`config.mk`:
```
export PLATFORM = sky130hd
export DESIGN_NAME = store_buffer_flat
export DESIGN_NICKNAME = d
export VERILOG_FILES = /design/src/rtl/store_buffer_pkg.sv /design/src/rtl/store_buffer_if.sv /design/src/rtl/store_buffer_fifo.sv /design/src/rtl/store_buffer.sv /design/src/flat_wrapper.sv
export SDC_FILE = /design/constraint.sdc
export NUM_CORES = 1
export LEC_CHECK = 0
export ABC_CLOCK_PERIOD_IN_PS = 8400
export CAP_MARGIN = 0
export CORE_MARGIN = 2
export CORE_UTILIZATION = 40
export DETAILED_ROUTE_END_ITERATION = 10
export PLACE_DENSITY = 0.7
export SLEW_MARGIN = 0
export SYNTH_ARGS = -nofsm -noshare
export SYNTH_HDL_FRONTEND = slang
export SYNTH_SLANG_ARGS = --single-unit
```
`constraint.sdc`:
```
create_clock -name clk -period 8.4 [get_ports clk]
set_input_delay 1.26 -clock clk [delete_from_list [all_inputs] [get_ports clk]]
set_output_delay 1.26 -clock clk [all_outputs]
set_load 0.01 [all_outputs]
```
`src/rtl/store_buffer_pkg.sv`:
```
// store_buffer_pkg: shared sizes, entry payload type and drain FSM states for
// the posted-write store buffer.
package store_buffer_pkg;

    localparam int unsigned STORE_BUF_DEPTH      = 4;
    localparam int unsigned STORE_BUF_ADDR_WIDTH = 32;
    localparam int unsigned DATA_WIDTH           = 32;
    localparam int unsigned MASK_WIDTH           = 4;

    // Data and byte-lane mask of one buffered store
    typedef struct packed {
        logic [DATA_WIDTH-1:0] wdata;
        logic [MASK_WIDTH-1:0] wmask;
    } st_payload_t;

    localparam int unsigned PAYLOAD_WIDTH = DATA_WIDTH + MASK_WIDTH;

    // Bits held per entry: word address plus payload
    function automatic int unsigned entry_width(input int unsigned addr_width);
        return addr_width - 2 + PAYLOAD_WIDTH;
    endfunction

    localparam int unsigned STORE_BUF_ENTRY_WIDTH = entry_width(STORE_BUF_ADDR_WIDTH);

    typedef enum logic {
        DRAIN_IDLE = 1'b0,
        DRAIN_BUSY = 1'b1
    } drain_state_e;

endpackage

```
`src/rtl/store_buffer_if.sv`:
```
// store_buffer_if: memory-bus write channel (valid/ready handshake).
//   valid  master->slave  write request
//   ready  slave->master  write accepted
//   addr   master->slave  word-aligned byte address
//   wdata  master->slave  write data
//   wstrb  master->slave  byte strobes
interface store_buffer_if #(
    parameter int unsigned ADDR_WIDTH = 32
);
    import store_buffer_pkg::*;

    logic                  valid;
    logic                  ready;
    logic [ADDR_WIDTH-1:0] addr;
    logic [DATA_WIDTH-1:0] wdata;
    logic [MASK_WIDTH-1:0] wstrb;

    modport master (
        output valid,
        output addr,
        output wdata,
        output wstrb,
        input  ready
    );

    modport slave (
        input  valid,
        input  addr,
        input  wdata,
        input  wstrb,
        output ready
    );

endinterface

```
`src/rtl/store_buffer_fifo.sv`:
```
// store_buffer_fifo: circular storage for pending stores.
//   clk, resetn          clock, async active-low reset
//   push                 enqueue {push_waddr, push_payload} at wr_ptr
//   pop                  drop the head entry
//   head_* / next_*      entry at rd_ptr and at rd_ptr+1
//   waddr_array, held    every slot's word address and occupancy (hazard compare)
//   count                number of occupied slots
module store_buffer_fifo
    import store_buffer_pkg::*;
#(
    parameter int unsigned DEPTH       = STORE_BUF_DEPTH,
    parameter int unsigned WADDR_WIDTH = STORE_BUF_ADDR_WIDTH - 2
) (
    input  logic                   clk,
    input  logic                   resetn,
    input  logic                   push,
    input  logic                   pop,
    input  logic [WADDR_WIDTH-1:0] push_waddr,
    input  st_payload_t            push_payload,
    output logic [WADDR_WIDTH-1:0] head_waddr,
    output st_payload_t            head_payload,
    output logic [WADDR_WIDTH-1:0] next_waddr,
    output st_payload_t            next_payload,
    output logic [WADDR_WIDTH-1:0] waddr_array [DEPTH],
    output logic [DEPTH-1:0]       held,
    output logic [$clog2(DEPTH):0] count
);

    localparam int unsigned PTR_W = $clog2(DEPTH);
    localparam int unsigned CNT_W = PTR_W + 1;

    logic [PTR_W-1:0] wr_ptr;
    logic [PTR_W-1:0] rd_ptr;
    logic [PTR_W-1:0] rd_next;
    st_payload_t      payload_q [DEPTH];

    assign rd_next = rd_ptr + PTR_W'(1);

    // Pointers, occupancy and count; pointers wrap naturally at DEPTH
    always_ff @(posedge clk or negedge resetn) begin
        if (!resetn) begin
            wr_ptr <= '0;
            rd_ptr <= '0;
            count  <= '0;
            held   <= '0;
        end else begin
            if (push) begin
                wr_ptr       <= wr_ptr + PTR_W'(1);
                held[wr_ptr] <= 1'b1;
            end
            if (pop) begin
                rd_ptr       <= rd_next;
                held[rd_ptr] <= 1'b0;
            end
            case ({push, pop})
                2'b10:   count <= count + CNT_W'(1);
                2'b01:   count <= count - CNT_W'(1);
                default: count <= count;
            endcase
        end
    end

    // Entry storage; contents are only meaningful where held is set
    always_ff @(posedge clk) begin
        if (push) begin
            waddr_array[wr_ptr] <= push_waddr;
            payload_q[wr_ptr]   <= push_payload;
        end
    end

    assign head_waddr   = waddr_array[rd_ptr];
    assign head_payload = payload_q[rd_ptr];
    assign next_waddr   = waddr_array[rd_next];
    assign next_payload = payload_q[rd_next];

endmodule

```
`src/rtl/store_buffer.sv`:
```
// store_buffer: posted-write buffer between the core store path and the memory bus.
//   clk, resetn            clock, async active-low reset
//   st_valid/st_ready      store handshake; st_addr, st_wdata, st_wmask payload
//   ld_check, ld_addr      load probe; ld_hazard flags a pending store to that word
//   empty, count           occupancy, including the write currently on the bus
//   mem                    bus write channel (master side)
module store_buffer
    import store_buffer_pkg::*;
#(
    parameter int unsigned DEPTH      = STORE_BUF_DEPTH,
    parameter int unsigned ADDR_WIDTH = STORE_BUF_ADDR_WIDTH
) (
    input  logic                   clk,
    input  logic                   resetn,
    input  logic                   st_valid,
    output logic                   st_ready,
    input  logic [ADDR_WIDTH-1:0]  st_addr,
    input  logic [DATA_WIDTH-1:0]  st_wdata,
    input  logic [MASK_WIDTH-1:0]  st_wmask,
    input  logic                   ld_check,
    input  logic [ADDR_WIDTH-1:0]  ld_addr,
    output logic                   ld_hazard,
    output logic                   empty,
    output logic [$clog2(DEPTH):0] count,
    store_buffer_if.master         mem
);

    localparam int unsigned CNT_W = $clog2(DEPTH) + 1;
    localparam int unsigned WA_W  = ADDR_WIDTH - 2;

    logic              push;
    logic              pop;
    logic              load_head;
    logic              load_next;
    logic              hit;
    logic              unused_addr_bits;
    drain_state_e      state_q;
    drain_state_e      state_d;

    logic [WA_W-1:0]   head_waddr;
    logic [WA_W-1:0]   next_waddr;
    st_payload_t       head_payload;
    st_payload_t       next_payload;
    st_payload_t       push_payload;
    logic [WA_W-1:0]   waddr_array [DEPTH];
    logic [DEPTH-1:0]  held;

    logic                  mem_valid_q;
    logic [ADDR_WIDTH-1:0] mem_addr_q;
    logic [DATA_WIDTH-1:0] mem_wdata_q;
    logic [MASK_WIDTH-1:0] mem_wstrb_q;

    // Byte offset only selects lanes, which the mask already encodes
    assign unused_addr_bits = ^{st_addr[1:0], ld_addr[1:0]};

    // Zero-mask stores complete the handshake but are never enqueued
    assign st_ready = (count < CNT_W'(DEPTH));
    assign push     = st_valid && st_ready && (st_wmask != '0);
    assign empty    = (count == '0);

    assign push_payload.wdata = st_wdata;
    assign push_payload.wmask = st_wmask;

    store_buffer_fifo #(
        .DEPTH       (DEPTH),
        .WADDR_WIDTH (WA_W)
    ) u_fifo (
        .clk          (clk),
        .resetn       (resetn),
        .push         (push),
        .pop          (pop),
        .push_waddr   (st_addr[ADDR_WIDTH-1:2]),
        .push_payload (push_payload),
        .head_waddr   (head_waddr),
        .head_payload (head_payload),
        .next_waddr   (next_waddr),
        .next_payload (next_payload),
        .waddr_array  (waddr_array),
        .held         (held),
        .count        (count)
    );

    // Drain FSM state register
    always_ff @(posedge clk or negedge resetn) begin
        if (!resetn) begin
            state_q <= DRAIN_IDLE;
        end else begin
            state_q <= state_d;
        end
    end

    // Drain FSM next state; the bus entry stays counted until accepted
    always_comb begin
        state_d   = state_q;
        load_head = 1'b0;
        load_next = 1'b0;
        pop       = 1'b0;
        case (state_q)
            DRAIN_IDLE: begin
                if (count != '0) begin
                    load_head = 1'b1;
                    state_d   = DRAIN_BUSY;
                end
            end
            DRAIN_BUSY: begin
                if (mem.ready) begin
                    pop = 1'b1;
                    // Only entries already stored can follow back-to-back
                    if (count > CNT_W'(1)) begin
                        load_next = 1'b1;
                    end else begin
                        state_d = DRAIN_IDLE;
                    end
                end
            end
            default: state_d = DRAIN_IDLE;
        endcase
    end

    // Bus request registers, held stable while waiting for ready
    always_ff @(posedge clk or negedge resetn) begin
        if (!resetn) begin
            mem_valid_q <= 1'b0;
            mem_addr_q  <= '0;
            mem_wdata_q <= '0;
            mem_wstrb_q <= '0;
        end else if (load_head) begin
            mem_valid_q <= 1'b1;
            mem_addr_q  <= {head_waddr, 2'b00};
            mem_wdata_q <= head_payload.wdata;
            mem_wstrb_q <= head_payload.wmask;
        end else if (load_next) begin
            mem_valid_q <= 1'b1;
            mem_addr_q  <= {next_waddr, 2'b00};
            mem_wdata_q <= next_payload.wdata;
            mem_wstrb_q <= next_payload.wmask;
        end else if (pop) begin
            mem_valid_q <= 1'b0;
        end
    end

    assign mem.valid = mem_valid_q;
    assign mem.addr  = mem_addr_q;
    assign mem.wdata = mem_wdata_q;
    assign mem.wstrb = mem_wstrb_q;

    // Load hazard against every held entry, including the one on the bus
    always_comb begin
        hit = 1'b0;
        for (int i = 0; i < int'(DEPTH); i++) begin
            if (held[i] && (waddr_array[i] == ld_addr[ADDR_WIDTH-1:2])) begin
                hit = 1'b1;
            end
        end
    end

    assign ld_hazard = ld_check && hit;

endmodule
```
`src/flat_wrapper.sv`:
```
// flat-port wrapper written by rule: the top's interface ports become plain ports
module store_buffer_flat import store_buffer_pkg::*;
#(
    parameter int unsigned DEPTH      = STORE_BUF_DEPTH,
    parameter int unsigned ADDR_WIDTH = STORE_BUF_ADDR_WIDTH
)
  (clk, resetn, st_valid, st_ready, st_addr, st_wdata, st_wmask, ld_check, ld_addr, ld_hazard, empty, count, mem_valid, mem_addr, mem_wdata, mem_wstrb, mem_ready);
  store_buffer_if #(.ADDR_WIDTH(ADDR_WIDTH)) mem_i ();
  input  logic clk;
  input  logic resetn;
  input  logic st_valid;
  output logic st_ready;
  input  logic [ADDR_WIDTH-1:0] st_addr;
  input  logic [DATA_WIDTH-1:0] st_wdata;
  input  logic [MASK_WIDTH-1:0] st_wmask;
  input  logic ld_check;
  input  logic [ADDR_WIDTH-1:0] ld_addr;
  output logic ld_hazard;
  output logic empty;
  output logic [$clog2(DEPTH):0] count;
  output wire logic [$bits(mem_i.valid)-1:0] mem_valid;
  output wire logic [$bits(mem_i.addr)-1:0] mem_addr;
  output wire logic [$bits(mem_i.wdata)-1:0] mem_wdata;
  output wire logic [$bits(mem_i.wstrb)-1:0] mem_wstrb;
  input wire logic [$bits(mem_i.ready)-1:0] mem_ready;
  assign mem_valid = mem_i.valid;
  assign mem_addr = mem_i.addr;
  assign mem_wdata = mem_i.wdata;
  assign mem_wstrb = mem_i.wstrb;
  assign mem_i.ready = mem_ready;
  store_buffer #(.DEPTH(DEPTH), .ADDR_WIDTH(ADDR_WIDTH)) u_core (.clk(clk), .resetn(resetn), .st_valid(st_valid), .st_ready(st_ready), .st_addr(st_addr), .st_wdata(st_wdata), .st_wmask(st_wmask), .ld_check(ld_check), .ld_addr(ld_addr), .ld_hazard(ld_hazard), .empty(empty), .count(count), .mem(mem_i));
endmodule
```
==> impl_metrics.py <==
metrics = {
    "global_route": {
        "grt_max_degree": 63,
        "grt_pass1_wl_um": 60300,
        "grt_pass1_vias": 9691,
        "antenna_found_initial": 10,
        "grt_usage_pct": 19.6,
        "overflow": 0,
    },
    "synth": {
        "synth_cell_types": 29,
        "yosys-top-cells-count": "edfxtp_1, nand2_1, mux4_2",
        "synth_top_cell_by_area": "edfxtp_1",
        "yosys_warnings": 0,
        "synth_edf_count": 264,
        "synth.most_common_cell": "edfxtp_1",
        "ys_ff_latch": 343,
        "yosysTopAreaCellShare_pct": 49.7,
        "ys.flop_type": "edfxtp_1",
        "synthArstFlopShare_pct": 23.0,
        "ys_seq_area_share_pct": 62.2,
        "syn_area_per_cell_um2": 16.6,
        "syn_area_um2": 15900,
        "synth_cells": 961,
        "netlist_top_cells_area": "edfxtp_1, mux4_2, dfrtp_1, xnor2_1, nand2_1",
    },
    "die": {
        "fp.dieW_um": 204,
        "die_area_um2": 41500,
        "fp.dieH_um": 204,
        "coreArea_um2": 39500,
        "fp-row-count": 73,
        "start_util_pct": 40.3,
        "io_pins": 180,
    },
    "sta": {
        "grt_setup_unrepaired": "false",
        "finalHoldViolCount": 0,
        "finalSetupViolCount": 0,
        "slew_headroom_pct": 37.9,
        "setup-tns-final_ns": 0,
        "final.period_utilization_pct": 61.7,
        "fmax_mhz": 193,
        "maxSlewViolCount": 0,
        "worstMarginPinSlew_ns": 0.931,
        "finClkSkew_ns": 0.0143,
        "min_period_ns": 5.18,
    },
    "clock_tree": {
        "clkSinkCount": 343,
        "cts_setup_buffers": 0,
        "clk_pin_slew_worst_paths_ns": 0.06,
        "cts_tree": "yes",
        "clock_path_buffers": 3,
        "htree_levels": 2,
        "clk_latency_ns": 0.53,
        "cts_root_buffer": "clkbuf_16",
        "ctsResizeCount": 0,
        "hold_buffers": 0,
        "numCtsBuffers": 38,
    },
    "drt": {
        "drt_drc_violations_left": 0,
        "wl_um": 40200,
        "wl_per_cell_um": 24.0,
        "first_pass_iters": 4,
        "viasPerCell": 5.56,
        "vias": 9319,
        "ant_nets": 0,
        "drt_iter0_drc": 811,
    },
    "place": {
        "gp_congestion": 0.860,
        "dpl.hpwl_um": 25600,
        "portBuffers": 173,
    },
    "pwr": {
        "p_per_area_nw_per_um2": 348,
        "ir_worst_vdd_mv": 0.208,
        "p_leak_nw": 6.66,
    },
    "worst_setup_path": {
        "crit_arrival_ns": 3.92,
        "crit_type": "input pin to output port",
        "required_ns": 7.14,
        "crit_fanout": 4,
        "start_kind": "input pin",
        "critPathCaptureType": "output port",
    },
    "finish": {
        "drive_gt1_share_pct": 18.1,
        "final_core_util_pct": 48.9,
        "fill_cells": 3290,
        "syn_to_final_growth_pct": 21.3,
        "fin_nets": 1233,
    },
    "worst_hold_path": {
        "hp-class": "flop to flop",
    },
    "run_status": {
        "status": "completed",
    },
    "flow_run": {
        "cap_violations": 0,
    },
}
==> worst paths after layout <==
path	from	endpoint	slack, ns	depth (start not counted)
setup reg to reg	u_core.u_fifo.rd_ptr[1]	u_core.mem.wstrb[2]	5.05	6
min in group asynchronous	resetn	u_core.mem.addr[3]	0.63	1
hold reg to reg	u_core.mem.wdata[2]	u_core.mem.wdata[2]	0.46	2
max in group asynchronous	resetn	u_core.u_fifo.rd_ptr[1]	6.46	2
setup / recovery	ld_addr[25]	ld_hazard	3.22	7
hold / removal	u_core.mem.wdata[2]	u_core.mem.wdata[2]	0.46	2
==> state kept, by name, indices dropped and copies added, names as in the netlist <==
signal and flops:
u_core.mem.wdata 32, u_core.mem.addr 30, u_core.state_q 1, u_core.u_fifo.waddr_array 120
u_core.u_fifo.wr_ptr 2, u_core.u_fifo.held 4, u_core.mem.valid 1, u_core.mem.wstrb 4
u_core.u_fifo.count 3, u_core.u_fifo.payload_q 144, u_core.u_fifo.rd_ptr 2
==> layer usage <==
layer,vias to the layer above,GRT usage [%],share of wire (%)
li1,4072,-,-
met1,4893,26.5,41
met2,284,31.8,49
met3,66,4.15,6.6
met4,4,6.65,2.6
met5,-,0,0.067
==> critical path, cell delays in order <==
cell and delay (ns):
clkdlybuf4s50_1 0.52, xnor2_1 0.45, nand4_1 0.15, nor4_1 0.43, nand4_1 0.15, a41oi_1 0.36
clkdlybuf4s50_1 0.60
==> logic make-up (layout without fill, tap and decap cells) <==
family / count (synthesis) / count (layout) / synth area share (%)
flops: 343 / 343 / 62.2
simple gates: 189 / 189 / 5.20
mux: 133 / 133 / 18.7
xor+xnor: 125 / 125 / 6.87
buf+inv: 82 / 263 / 2.54
compound gates: 76 / 76 / 3.55
fa+ha+maj: 12 / 12 / 0.942
other cells: 1 / 10 / 0.0235
==> cell type report <==
cell class | instances | area (µm²) | area share [%]
Sequential cell | 343 | 9910 | 51.3
Multi-Input combinational cell | 537 | 5680 | 29.4
Timing Repair Buffer | 185 | 1820 | 9.41
Clock buffer | 53 | 1060 | 5.48
Tap cell | 525 | 657 | 3.40
Clock inverter | 14 | 146 | 0.757
Inverter | 11 | 41.3 | 0.214
Antenna cell | 8 | 20.0 | 0.104
==> layout by cell type, fill, tap and decap left out, types with 2 or more instances in the layout <==
cell,instances
dfrtp_4,2
o21ai_0,3
a2bb2oi_1,4
clkbuf_16,39
xor2_1,44
clkinv_2,5
clkinv_1,5
nor2_4,2
clkbuf_1,11
inv_1,10
clkdlybuf4s50_1,172
and2_4,4
clkbuf_8,3
conb_1,2
edfxtp_1,264
diode_2,8
dfrtp_1,77
xnor2_1,81
mux4_2,132
ha_1,11
bufinv_16,3
a22oi_1,66
buf_4,13
nand4_1,24
nor4_1,16
nand2_1,139
==> report_power, final <==
part | internal (W) | switching [W] | total [W]
Combinational | 0.00134 | 0.00129 | 0.00262
Sequential | 0.00222 | 0.000271 | 0.00249
Clock | 0.000970 | 0.000645 | 0.00162
==> through the flow <==
step / hold WS (ns) / setup slack, ns / std cells / area (µm²) / total power [W]
after floorplan: 0.504 / 4.75 / 962 / 15900 / 0.00426
after global placement: 0.451 / 3.31 / 1601 / 18100 / 0.00514
after detailed placement: 0.455 / 3.31 / 1601 / 18100 / 0.00520
after CTS: 0.468 / 3.29 / 1668 / 19300 / 0.00682
after global routing: 0.486 / 3.17 / 1673 / 19300 / 0.00710
final: 0.463 / 3.22 / 1676 / 19300 / 0.00673
Note: power is estimated with default switching activity, not from simulation.
